==> config.mk <==
export PLATFORM = sky130hd
export DESIGN_NAME = multicycle_sequencer
export DESIGN_NICKNAME = d
export VERILOG_FILES = /design/src/rtl/risc_pkg.sv /design/src/rtl/seq_perf_counter.sv /design/src/rtl/multicycle_sequencer.sv
export SDC_FILE = /design/constraint.sdc
export NUM_CORES = 1
export LEC_CHECK = 0
export BUFFER_PORTS_ARGS = -buffer_cell sky130_fd_sc_hd__buf_2
export CAP_MARGIN = 20
export CORE_ASPECT_RATIO = 0.6
export CORE_MARGIN = 2
export CORE_UTILIZATION = 45
export CTS_CLUSTER_SIZE = 25
export DETAILED_ROUTE_END_ITERATION = 10
export MAX_ROUTING_LAYER = met4
export PLACE_DENSITY = 0.84
export SYNTH_ARGS = -nofsm -noshare
export SYNTH_HDL_FRONTEND = slang
export SYNTH_SLANG_ARGS = --single-unit
export TNS_END_PERCENT = 30
==> constraint.sdc <==
create_clock -name clk -period 4.4 [get_ports clk]
set_input_delay 0.88 -clock clk [delete_from_list [all_inputs] [get_ports clk]]
set_output_delay 0.88 -clock clk [all_outputs]
set_load 0.05 [all_outputs]
==> src/rtl/risc_pkg.sv <==
// Shared definitions for the multicycle RISC sequencer: state encodings,
// opcode/funct constants, next-PC select codes and opcode classification.
package risc_pkg;

  typedef enum logic [2:0] {
    S_FETCH     = 3'd0,
    S_DECODE    = 3'd1,
    S_EXECUTE   = 3'd2,
    S_MEM       = 3'd3,
    S_WRITEBACK = 3'd4,
    S_HALT      = 3'd5
  } seq_state_t;

  typedef enum logic [1:0] {
    CLS_MEM,
    CLS_WB,
    CLS_CTRL,
    CLS_ILLEGAL
  } op_class_t;

  localparam logic [5:0] OP_RTYPE = 6'h00;
  localparam logic [5:0] OP_J     = 6'h02;
  localparam logic [5:0] OP_JAL   = 6'h03;
  localparam logic [5:0] OP_BEQ   = 6'h04;
  localparam logic [5:0] OP_BNE   = 6'h05;
  localparam logic [5:0] OP_ADDI  = 6'h08;
  localparam logic [5:0] OP_LW    = 6'h23;
  localparam logic [5:0] OP_SW    = 6'h2B;
  localparam logic [5:0] FN_JR    = 6'h08;

  localparam logic [2:0] PC_INC  = 3'b000;
  localparam logic [2:0] PC_JUMP = 3'b001;
  localparam logic [2:0] PC_JR   = 3'b010;
  localparam logic [2:0] PC_BEQ  = 3'b011;
  localparam logic [2:0] PC_BNE  = 3'b100;

  // Decide which path an instruction takes after EXECUTE.
  function automatic op_class_t classify(input logic [5:0] op, input logic [5:0] funct);
    if (op == OP_LW || op == OP_SW) return CLS_MEM;
    if (op == OP_RTYPE) return (funct == FN_JR) ? CLS_CTRL : CLS_WB;
    // immediate ALU group 0x08-0x0F shares the upper opcode bits with ADDI
    if (op == OP_JAL || op[5:3] == OP_ADDI[5:3]) return CLS_WB;
    if (op == OP_J || op == OP_BEQ || op == OP_BNE) return CLS_CTRL;
    return CLS_ILLEGAL;
  endfunction

endpackage

==> src/rtl/seq_perf_counter.sv <==
// Performance counters for the sequencer: total active cycles and retired
// instructions, both wrapping at 2^CNT_W.
module seq_perf_counter
  import risc_pkg::*;
#(
  parameter int unsigned CNT_W = 32
) (
  input  logic             clk,
  input  logic             reset,
  input  logic             cycle_en,
  input  logic             instr_en,
  output logic [CNT_W-1:0] cycle_cnt,
  output logic [CNT_W-1:0] instr_cnt
);

  // Count enabled cycles and retire strobes.
  always_ff @(posedge clk or posedge reset) begin
    if (reset) begin
      cycle_cnt <= '0;
      instr_cnt <= '0;
    end else begin
      if (cycle_en) cycle_cnt <= cycle_cnt + CNT_W'(1);
      if (instr_en) instr_cnt <= instr_cnt + CNT_W'(1);
    end
  end

endmodule

==> src/rtl/multicycle_sequencer.sv <==
// Multicycle sequencer: steps each instruction through FETCH, DECODE, EXECUTE,
// MEM and WRITEBACK, gates the decoder's write/PC enables to one cycle per
// instruction and runs the req/ack handshakes to both memories with a timeout.
// Optional feature macro: SEQ_PERF_CNT_EN adds cycle_cnt/instr_cnt outputs.
module multicycle_sequencer
  import risc_pkg::*;
#(
  parameter int unsigned TIMEOUT = 255,
  parameter int unsigned CNT_W   = 32
) (
  input  logic        clk,
  input  logic        reset,
  input  logic        run,
  input  logic [31:0] instruction,
  output logic        imem_req,
  input  logic        imem_ack,
  output logic        ir_load,
  output logic        dmem_req,
  input  logic        dmem_ack,
  input  logic [3:0]  dec_data_mem_wren,
  input  logic        dec_file_wren,
  input  logic [2:0]  dec_pc_control,
  output logic [3:0]  data_mem_wren,
  output logic        file_wren,
  output logic        pc_wren,
  output logic [2:0]  pc_control,
  output logic        illegal,
  output logic        bus_err,
  output logic [2:0]  state_o
`ifdef SEQ_PERF_CNT_EN
  ,
  output logic [CNT_W-1:0] cycle_cnt,
  output logic [CNT_W-1:0] instr_cnt
`endif
);

  // Counter only needs to hold TIMEOUT-1: the cycle that would reach TIMEOUT halts.
  localparam int unsigned TO_W = (TIMEOUT > 1) ? $clog2(TIMEOUT) : 1;
  localparam logic [TO_W-1:0] TO_LIMIT = TO_W'((TIMEOUT > 0) ? TIMEOUT - 1 : 0);

  seq_state_t      state, state_nxt;
  op_class_t       cls;
  logic            fetch_pend, fetch_pend_nxt;
  logic [TO_W-1:0] wait_cnt;
  logic            waiting, timeout_hit, is_sw, bus_err_q;
  logic            unused_bits;

  assign unused_bits = ^{instruction[25:6], (CNT_W == 0)};
  assign state_o     = state;
  assign bus_err     = bus_err_q;

  // State, pending-fetch flag, wait counter and sticky bus error.
  always_ff @(posedge clk or posedge reset) begin
    if (reset) begin
      state      <= S_FETCH;
      fetch_pend <= 1'b0;
      wait_cnt   <= '0;
      bus_err_q  <= 1'b0;
    end else begin
      state      <= state_nxt;
      fetch_pend <= fetch_pend_nxt;
      wait_cnt   <= (waiting && !timeout_hit) ? wait_cnt + TO_W'(1) : '0;
      if (timeout_hit) bus_err_q <= 1'b1;
    end
  end

  // Next state and gated outputs; reset forces every output low combinationally.
  always_comb begin
    state_nxt      = state;
    fetch_pend_nxt = 1'b0;
    waiting        = 1'b0;
    imem_req       = 1'b0;
    ir_load        = 1'b0;
    dmem_req       = 1'b0;
    data_mem_wren  = '0;
    file_wren      = 1'b0;
    pc_wren        = 1'b0;
    pc_control     = PC_INC;
    illegal        = 1'b0;
    cls            = classify(instruction[31:26], instruction[5:0]);
    is_sw          = (instruction[31:26] == OP_SW);

    case (state)
      S_FETCH: begin
        // once raised, the fetch request is held even if run drops
        imem_req = run || fetch_pend;
        if (imem_req && imem_ack) begin
          ir_load   = 1'b1;
          state_nxt = S_DECODE;
        end
        waiting        = imem_req && !imem_ack;
        fetch_pend_nxt = waiting;
      end
      S_DECODE: state_nxt = S_EXECUTE;
      S_EXECUTE: begin
        case (cls)
          CLS_MEM: state_nxt = S_MEM;
          CLS_WB:  state_nxt = S_WRITEBACK;
          CLS_CTRL: begin
            pc_wren    = 1'b1;
            pc_control = dec_pc_control;
            state_nxt  = S_FETCH;
          end
          default: begin
            illegal   = 1'b1;
            pc_wren   = 1'b1;
            state_nxt = S_FETCH;
          end
        endcase
      end
      S_MEM: begin
        dmem_req = 1'b1;
        if (is_sw) data_mem_wren = dec_data_mem_wren;
        waiting = !dmem_ack;
        if (dmem_ack) begin
          if (is_sw) begin
            pc_wren    = 1'b1;
            pc_control = dec_pc_control;
            state_nxt  = S_FETCH;
          end else begin
            state_nxt = S_WRITEBACK;
          end
        end
      end
      S_WRITEBACK: begin
        file_wren  = dec_file_wren;
        pc_wren    = 1'b1;
        pc_control = dec_pc_control;
        state_nxt  = S_FETCH;
      end
      S_HALT: state_nxt = S_HALT;
      default: state_nxt = S_FETCH;
    endcase

    // an ack in the limit cycle clears waiting, so it wins over the timeout
    timeout_hit = (TIMEOUT != 0) && waiting && (wait_cnt == TO_LIMIT);
    if (timeout_hit) begin
      state_nxt      = S_HALT;
      fetch_pend_nxt = 1'b0;
    end

    if (reset) begin
      imem_req      = 1'b0;
      ir_load       = 1'b0;
      dmem_req      = 1'b0;
      data_mem_wren = '0;
      file_wren     = 1'b0;
      pc_wren       = 1'b0;
      pc_control    = PC_INC;
      illegal       = 1'b0;
    end
  end

`ifdef SEQ_PERF_CNT_EN
  seq_perf_counter #(
    .CNT_W (CNT_W)
  ) u_perf (
    .clk       (clk),
    .reset     (reset),
    .cycle_en  (state != S_HALT),
    .instr_en  (pc_wren),
    .cycle_cnt (cycle_cnt),
    .instr_cnt (instr_cnt)
  );
`endif

endmodule
**Word level (Yosys, flattened, before mapping)**

Cells that the tools add are included.

- Muxes and demuxes: 54
- Add/subtract/negate cells: 1
- Reduce and logical (&&, ||, !) cells: 18
- Equal/unequal tests: 18

Operators by type and width:

| cell | number |
|---|---|
| two-way mux 1 bit | 28 |
| two-way mux 3 bit | 8 |
| two-way mux 2 bit | 9 |
| case mux 3 bit (5 select lines) | 1 |
| == test 6 x 2 -> 1 bit, second input constant | 2 |
| == test 6 x 3 -> 1 bit, second input constant | 2 |
| == test 6 bit, second input constant | 2 |
| two-way mux 4 bit | 3 |
| case mux 3 bit (3 select lines) | 1 |
| adder 8 x 1 -> 8 bit, second input constant | 1 |
| == test 8 bit, second input constant | 1 |
| two-way mux 8 bit | 1 |
| == test 3 x 1 -> 1 bit, second input constant | 2 |
| == test 3 x 2 -> 1 bit, second input constant | 2 |
| == test 3 bit, second input constant | 2 |
| == test 6 x 4 -> 1 bit, second input constant | 1 |
| logical NOT 6 bit | 1 |
| != test 3 bit, second input constant | 2 |
| case mux 3 bit (2 select lines) | 1 |
| logical OR 1 bit | 5 |
| logical AND 1 bit | 4 |
| logical NOT 1 bit | 3 |
| logical NOT 3 bit | 1 |
| case mux 1 bit (3 select lines) | 1 |
| other kinds (7) | 7 |

- Input port bits: 45
- Logic and storage cells: 95
- Register bits: 13
- Output and inout bits: 17

**Logic depth before layout (Yosys ltp)**

Gate-level depths: netlist of the first run.

- Word-level depth: 18
- Depth in mapped cells: 6

**Worst setup path before layout of the first run**

Ideal clock, no wire load.

- Path type: input -> output
- Start: input port instruction[31]
- End: output port illegal
- Setup slack: 454 ps
- Path buffers: 0
- Arrival: 3066 ps
- Cell stages on the path: 3
- Path through: and4b_1 -> o31a_1 -> nor4b_1

- Longest elaborated chain between the ends: 16
- Elaborated cells between the ends (all ways): 36

RTL lines:

| element | line | RTL |
|---|---|---|
| start: declaration | multicycle_sequencer.sv:14 | `input logic [31:0] instruction,` |
| == test 6 x 2 -> 1 bit or == test 6 x 3 -> 1 bit (tied branches) | risc_pkg.sv:43 | `if (op == OP_J \|\| op == OP_BEQ \|\| op == OP_BNE) return CLS_CTRL;` |
| logical OR 1 bit (2 in a row) | risc_pkg.sv:43 |  |
| two-way mux 1 bit (2 in a row) | risc_pkg.sv:43 |  |
| two-way mux 1 bit | risc_pkg.sv:42 | `if (op == OP_JAL \|\| op[5:3] == OP_ADDI[5:3]) return CLS_WB;` |
| two-way mux 1 bit | risc_pkg.sv:40 | `if (op == OP_RTYPE) return (funct == FN_JR) ? CLS_CTRL : CLS_WB;` |
| two-way mux 2 bit | risc_pkg.sv:44 | `return CLS_ILLEGAL;` |
| two-way mux 2 bit | risc_pkg.sv:43 |  |
| two-way mux 2 bit | risc_pkg.sv:42 |  |
| two-way mux 2 bit * | risc_pkg.sv:40 |  |
| == test 2 x 1 -> 1 bit (tied with other cells) | multicycle_sequencer.sv:96 | `case (cls)` |
| OR reduction 3 bit (no line) * | -- |  |
| two-way mux 1 bit * | multicycle_sequencer.sv:96 |  |
| two-way mux 1 bit * | multicycle_sequencer.sv:83 | `case (state)` |
| two-way mux 1 bit * | multicycle_sequencer.sv:142 | `if (reset) begin` |
| end: declaration | multicycle_sequencer.sv:27 | `output logic illegal,` |

Every way passes the cells marked *; elsewhere a longest branch is shown, timed or not. The select of a mux whose other input is x is not followed.

**Worst setup path after layout of the first run**

- Start: input port instruction[31]
- End: output port pc_control[1]

- Longest elaborated chain between the ends: 15
- Elaborated cells between the ends (all ways): 35

RTL lines:

| element | line | RTL |
|---|---|---|
| == test 6 x 2 -> 1 bit or == test 6 x 3 -> 1 bit (tied branches) | risc_pkg.sv:43 |  |
| logical OR 1 bit (2 in a row) | risc_pkg.sv:43 |  |
| two-way mux 1 bit (2 in a row) | risc_pkg.sv:43 |  |
| two-way mux 1 bit | risc_pkg.sv:42 |  |
| two-way mux 1 bit | risc_pkg.sv:40 |  |
| two-way mux 2 bit | risc_pkg.sv:44 |  |
| two-way mux 2 bit | risc_pkg.sv:43 |  |
| two-way mux 2 bit | risc_pkg.sv:42 |  |
| two-way mux 2 bit | risc_pkg.sv:40 |  |
| == test 2 bit | multicycle_sequencer.sv:96 |  |
| two-way mux 3 bit | multicycle_sequencer.sv:96 |  |
| case mux 3 bit (3 select lines) * | multicycle_sequencer.sv:83 |  |
| two-way mux 3 bit * | multicycle_sequencer.sv:142 |  |
| end: declaration | multicycle_sequencer.sv:26 | `output logic [2:0] pc_control,` |

Marked as above.

==> results of run 1 <==
==> kinds of logic after synthesis <==
| group | synth area share, % |
|---|---|
| simple gates | 39.2 |
| compound gates | 16.2 |
| flops | 32.9 |
| buf+inv | 3.80 |
| xor+xnor | 5.32 |
| fa+ha+maj | 2.53 |
==> registers in the layout, indices dropped and copies added, names as in the netlist <==
| register | flops |
|---|---|
| wait_cnt | 8 |
| state_o | 3 |
| bus_err | 1 |
| fetch_pend | 1 |
==> path summary, 6_finish.rpt <==
check,startpoint,endpoint,cells past startpoint
worst min-delay path,bus_err,bus_err,1
max in group asynchronous,reset,wait_cnt[2],2
worst min register to register,bus_err,bus_err,1
worst max-delay path,instruction[31],pc_control[1],6
worst max register to register,state_o[0],wait_cnt[2],4
min in group asynchronous,reset,state_o[2],2
==> stage by stage <==
stage,utilization [%],area (µm²),power [mW],hold slack (ps)
after floorplan,-,988,0.364,489
after global placement,57.5,1220,0.414,451
after detailed placement,57.5,1220,0.421,448
after CTS,58.8,1240,0.495,474
after global routing,58.8,1240,0.529,489
final,58.8,1240,0.494,472
==> layer usage <==
metal	track usage (%)	wire [µm]
met1	26.7	1180
met2	30.5	1130
met3	6.18	192
met4	9.57	27
met5	-	0
==> layout make-up <==
cell class	instances	area (µm²)	area share (%)
Clock buffer	4	26.3	2.11
Inverter	6	22.5	1.81
Multi-Input combinational cell	91	626	50.4
Sequential cell	13	325	26.2
Tap cell	30	37.5	3.02
Timing Repair Buffer	41	205	16.5
==> worst max-delay path, cell delays in order <==
cell	delay [ps]
buf_2	120
nor2_1	210
nor4b_1	430
o311ai_1	250
a21oi_1	210
buf_2	300
==> where the power goes <==
part / internal (mW) / total (mW) / switching (mW)
combinational: 0.0807 / 0.234 / 0.154
clock: 0.0352 / 0.0725 / 0.0373
sequential: 0.138 / 0.187 / 0.0485
total: 0.254 / 0.494 / 0.239
==> synthesized netlist by cell type, drive strengths merged (2+ instances only) <==
master	instances
and2	2
dfrtp	13
nand2b	3
and4	3
o21ai	2
and3	9
a21oi	6
o21a	2
buf	3
nand3	3
o311ai	2
nand2	6
nor3b	2
xor2	5
nor2	15
nor3	2
or4	2
inv	6
nor4	2
nor4b	4
ha	2
==> metrics.md, run 1 <==
| Metric | Value |
|---|---|
| Final WS setup | `1120 ps` |
| Dominant synthesized flop cell | `dfrtp_1` |
| DRC Markers | `0` |
| Final setup fails | `0` |
| Total negative slack | `0 ps` |
| PortBufs | `41` |
| Die area | `0.00260 mm²` |
| Worst-Margin Slew | `522 ps` |
| Via count | `1,028` |
| Clock sinks | `13` |
| Yosys warns | `0` |
| Synth Net Count | `160` |
| Worst Setup Start Kind | `primary input` |
| Area added between synthesis and finish | `25.7%` |
| Hold Buf Count CTS | `0` |
| Global route overflow | `0` |
| WP data arrival | `2400 ps` |
| Average wire per standard cell | `13.7 µm` |
| Gpl congestion | `0.825` |
| Number of synthesized register bits | `13` |
| Root Buffer | `clkbuf_4` |
| CTS tree | `built` |
| Die X | `64.5 µm` |
| Layout cells sized above 1 | `31.6%` |
| Critical Path RT | `3520 ps` |
| Max Fclk | `305 MHz` |
| Setup bufs post-CTS | `0` |
| DR pass1 iterations | `4` |
| Endpoints failing hold | `0` |
| Antenna violations before repair | `0` |
| Pre-CTS WS | `1180 ps` |
| Max rail drop VDD | `0.196 mV` |
| Wire length of the first global-routing pass | `3800 µm` |
| Detailed Route WL | `2530 µm` |
| Flop2flop setup slack | `2840 ps` |
| Hpwl dp | `1980 µm` |
| Largest area contributor in the netlist | `dfrtp_1` |
| Most common cell after layout, fill and taps aside | `buf_2` |
| Post-route ant nets | `0` |
| Worst Clk Skew | `2.12 ps` |
| Tmin final | `3280 ps` |
| Post-synthesis sequential area ratio | `32.9%` |
| Most frequent cells in the layout | `buf_2, nor2_1, dfrtp_1` |
| N_diodes | `0` |
| Run status | `complete, no violations` |
| Detailed Route Iter0 Violations | `53` |
| Post-synthesis cell type count | `45` |
| Number of global-route vias before repair | `884` |
| Count of flip-flops with a built-in enable after synthesis | `0` |
| Placement Rows | `13` |
| Post-Syn Area per Cell | `8.75 µm²` |
| Fillers | `191` |
| Crit path kind | `in -> out` |
| CTS max path bufs | `2` |
| Clock transition at path regs | `70 ps` |
| Cells after Synth | `113` |
| Hold WC Path Type | `reg -> reg` |
| Crit Path Max Fanout | `4` |
| Max-slew headroom | `64.6%` |
| Max cap viols | `0` |
| Post-Syn Area | `988 µm²` |
| Core Area | `0.00211 mm²` |
| Synth top area share | `32.9%` |
| Die Y | `40.3 µm` |
| I/O pin count | `62` |
| Post-route insts no fill | `185` |
| Final net count | `203` |
| Cts bufs inserted | `3` |
| Initial core utilization | `46.7%` |
| Leak Pwr | `0.642 nW` |
| Post_cts resized | `0` |
| Worst setup EP type | `output port` |
| Vias per cell | `5.56` |
| Clk_lat worst skew | `280 ps` |
| Main area contributors after synthesis | `dfrtp_1, nor2_1, and3_1` |
| Cell Pwr Density | `397 mW/mm²` |
| Largest net degree at the start of global routing | `17` |
| Gr usage total | `20.7%` |
| Unrepaired setup endpoints after global routing | `false` |
| H-tree Lvls | `1` |
| Placed cells | `181` |
| Slew Viols, Final | `0` |
| Final Cycle Share | `74.6%` |
| Ys async rst share | `100%` |
No activity file was read; power rests on OpenSTA's default activity.
==> inputs of run 2 (changes only) <==
--- a/config.mk
+++ b/config.mk
@@ -5,15 +5,16 @@
 export SDC_FILE = /design/constraint.sdc
 export NUM_CORES = 1
 export LEC_CHECK = 0
+export ABC_AREA = 1
 export BUFFER_PORTS_ARGS = -buffer_cell sky130_fd_sc_hd__buf_2
 export CAP_MARGIN = 20
 export CORE_ASPECT_RATIO = 0.6
 export CORE_MARGIN = 2
-export CORE_UTILIZATION = 45
+export CORE_UTILIZATION = 38
 export CTS_CLUSTER_SIZE = 25
 export DETAILED_ROUTE_END_ITERATION = 10
 export MAX_ROUTING_LAYER = met4
-export PLACE_DENSITY = 0.84
+export PLACE_DENSITY = 0.75
 export SYNTH_ARGS = -nofsm -noshare
 export SYNTH_HDL_FRONTEND = slang
 export SYNTH_SLANG_ARGS = --single-unit
==> constraint.sdc (replaced) <==
create_clock -name clk -period 3 [get_ports clk]
set_input_delay 0.6 -clock clk [delete_from_list [all_inputs] [get_ports clk]]
set_output_delay 0.6 -clock clk [all_outputs]
set_load 0.05 [all_outputs]
==> metrics.md, run 2 <==
| Metric | Value |
|---|---|
| H-tree Lvls | `1 (unchanged)` |
| Final WS setup | `596 ps (-521 ps)` |
| Die Y | `43.9 µm (+8.9%)` |
| Final setup fails | `0 (unchanged)` |
| Placement Rows | `14 (+1)` |
| Ys async rst share | `100% (unchanged)` |
| Final Cycle Share | `80.1%` |
| Unrepaired setup endpoints after global routing | `false` |
| WHS | `452 ps (-20.2 ps)` |
| Internal power | `0.409 mW (+61%)` |
| Gate power share | `52.7% (+5.2 points)` |
| Main area contributors after synthesis | `dfrtp_1, nand2_1, nor2_1` |
| Layout cells sized above 1 | `31.0% (-0.65 points)` |
| Worst Setup Start Kind | `primary input` |
| Cells after Synth | `152 (+35%)` |
| Crit Path Max Fanout | `4 (unchanged)` |
| Synth Net Count | `199 (+24%)` |
| Vias per cell | `4.76 (-14%)` |
| Top cells by count, synth | `nand2_1, nor2_1, inv_1` |
| Clock sinks | `13 (unchanged)` |
| Total negative slack | `0 ps (unchanged)` |
| WP data arrival | `1800 ps (-600 ps)` |
| Number of global-route vias before repair | `1,006 (+14%)` |
| Post-route ant nets | `0 (unchanged)` |
| Worst-Margin Slew | `337 ps (-185 ps)` |
| Hold WC Path Type | `in -> async` |
| I/O pin count | `62 (unchanged)` |
| DRC Markers | `0 (unchanged)` |
| Biggest register | `wait_cnt` |
| DR pass1 iterations | `4 (unchanged)` |
| Synth Area in Simple Gates | `47.5% (+8.3 points)` |
| Total chip power | `0.816 mW (+65%)` |
| CTS tree | `built` |
| PortBufs | `41 (unchanged)` |
| Clock power frac | `18.7% (+4.0 points)` |
| Reg power frac | `28.7% (-9.1 points)` |
| Detailed Route WL | `2280 µm (-9.7%)` |
| Multiplexer share of the synthesized area | `0% (unchanged)` |
| Most frequent cells in the layout | `buf_2, nand2_1, nor2_1` |
| Max rail drop VDD | `0.208 mV (+6.0%)` |
| Core Area | `0.00250 mm² (+18%)` |
| Hold Buf Count CTS | `0 (unchanged)` |
| Setup bufs post-CTS | `0 (unchanged)` |
| Average wire per standard cell | `9.96 µm (-27%)` |
| Worst setup EP type | `output port` |
| Post-synthesis cell type count | `26 (-42%)` |
| Adder-cell share of the synthesized area | `2.48% (-0.050 points)` |
| Global route overflow | `0 (unchanged)` |
| Root Buffer | `clkbuf_8` |
| Area added between synthesis and finish | `29.3%` |
| Synth Area in Compound Gates | `6.58% (-9.6 points)` |
| Largest area contributor in the netlist | `dfrtp_1` |
| Fin area | `0.00130 mm² (+4.9%)` |
| Via count | `1,091 (+6.1%)` |
| Number of synthesized register bits | `13 (unchanged)` |
| Post-route insts no fill | `229 (+24%)` |
| Cell with the most instances after synthesis | `nand2_1` |
| Wire length of the first global-routing pass | `4170 µm (+10%)` |
| Max Fclk | `416 MHz` |
| Final net count | `245 (+21%)` |
| Post-Syn Area per Cell | `6.63 µm² (-24%)` |
| Max cap viols | `0 (unchanged)` |
| Tmin final | `2400 ps` |
| Max-slew headroom | `77.4% (+13 points)` |
| Gr usage total | `17.1% (-3.6 points)` |
| Placed cells | `225 (+24%)` |
| Max reg flops | `8 (unchanged)` |
| Synth top area share | `32.3% (-0.65 points)` |
| Leak Pwr | `0.681 nW (+6.2%)` |
| Post-synthesis sequential area ratio | `32.3% (-0.65 points)` |
| Count of flip-flops with a built-in enable after synthesis | `0 (unchanged)` |
| Post-Syn Area | `0.00101 mm² (+2.0%)` |
| Sw frac | `49.9% (+1.3 points)` |
| Gpl congestion | `0.834 (+1.1%)` |
| Post_cts resized | `0 (unchanged)` |
| Largest family of logic cells by synthesized area | `simple AND/OR/NAND/NOR gates` |
| Critical Path RT | `2400 ps (-1120 ps)` |
| Pre-CTS WS | `609 ps (-570 ps)` |
| Dominant synthesized flop cell | `dfrtp_1` |
| Largest net degree at the start of global routing | `14 (-3)` |
| Cell Pwr Density | `626 mW/mm² (+58%)` |
| N_diodes | `0 (unchanged)` |
| Yosys warns | `0 (unchanged)` |
| Run status | `complete, no violations` |
| Crit path kind | `in -> out` |
| Detailed Route Iter0 Violations | `61 (+15%)` |
| Die X | `70.5 µm (+9.3%)` |
| Switch Pwr | `0.407 mW (+70%)` |
| Die area | `0.00310 mm² (+19%)` |
| Initial core utilization | `40.3% (-6.5 points)` |
| Cts bufs inserted | `3 (unchanged)` |
| Utilization after layout | `52.0% (-6.7 points)` |
| Antenna violations before repair | `0 (unchanged)` |
| Endpoints failing hold | `0 (unchanged)` |
| Hpwl dp | `1850 µm (-6.8%)` |
| Synth Area in XOR/XNOR | `2.61% (-2.7 points)` |
| CTS max path bufs | `2 (unchanged)` |
| Worst Clk Skew | `2.58 ps (+0.458 ps)` |
| Placement Cell Area | `0.00126 mm² (+3.4%)` |
| Clk_lat worst skew | `240 ps (-40 ps)` |
| Slew Viols, Final | `0 (unchanged)` |
| Most common cell after layout, fill and taps aside | `buf_2` |
| Clock transition at path regs | `50 ps (-20 ps)` |
==> run 2: changes by cell type after synthesis, moves of 3 or more <==
cell,delta
nand2_2,+3
xor2_1,-3
buf_2,-3
nand3_1,+6
nor3_2,+3
nor4b_1,-4
nand4_1,+7
and3_1,-7
nand2_1,+32
inv_1,+14
and4_1,-3
nor2_1,+13
==> run 2: worst paths after layout <==
kind | depth (start not counted) | slack [ps] | start | end
min in group clk | 2 | 470 | bus_err | bus_err
hold / removal | 3 | 450 | reset | state_o[2]
max in group asynchronous | 3 | 2390 | reset | wait_cnt[4]
hold reg to reg | 2 | 470 | bus_err | bus_err
setup reg to reg | 8 | 1580 | state_o[2] | state_o[1]
setup / recovery | 9 | 600 | instruction[31] | pc_control[0]
==> run 2: power by group through the flow <==
stage	sequential [mW]	clock [mW]	combinational, mW
2_1_floorplan	0.295	0	0.269
3_5_place_dp	0.238	0	0.427
3_3_place_gp	0.237	0	0.425
5_1_grt	0.238	0.165	0.470
6_report	0.234	0.152	0.430
4_1_cts	0.235	0.159	0.428
==> run 2: kinds of logic (layout without fill, tap and decap cells) <==
| kind of cell | count (synthesis) | after routing |
|---|---|---|
| simple gates | 99 | 99 |
| buf+inv | 23 | 68 |
| flops | 13 | 13 |
| compound gates | 12 | 12 |
| xor+xnor | 3 | 3 |
| fa+ha+maj | 2 | 2 |
==> run 2: layout make-up <==
| class | instances | area [µm²] |
|---|---|---|
| fill | 264 | 1200 |
| timing repair buffer | 42 | 213 |
| inverter | 22 | 82.6 |
| multi-input combinational | 116 | 597 |
| clock inverter | 1 | 5.00 |
| tap | 32 | 40.0 |
| sequential | 13 | 325 |
| clock buffer | 3 | 41.3 |
==> run 2: routing by layer <==
metal / routed length, µm / GRT usage (%) / vias to the layer above / share of wire (%)
met5: 0 / - / - / 0
met1: 1260 / 23.7 / 471 / 55
met3: 148 / 3.95 / 2 / 6.5
met2: 860 / 26.4 / 36 / 38
met4: 9 / 2.31 / 0 / 0.39
li1: - / - / 582 / -
==> run 2: worst max-delay path, cell delays in order <==
cell and delay [ps]:
buf_2 100, nor2_1 180, inv_1 60, nor2_1 130, inv_1 50, nand2_1 150
nand4_1 110, a21oi_1 140, buf_2 280
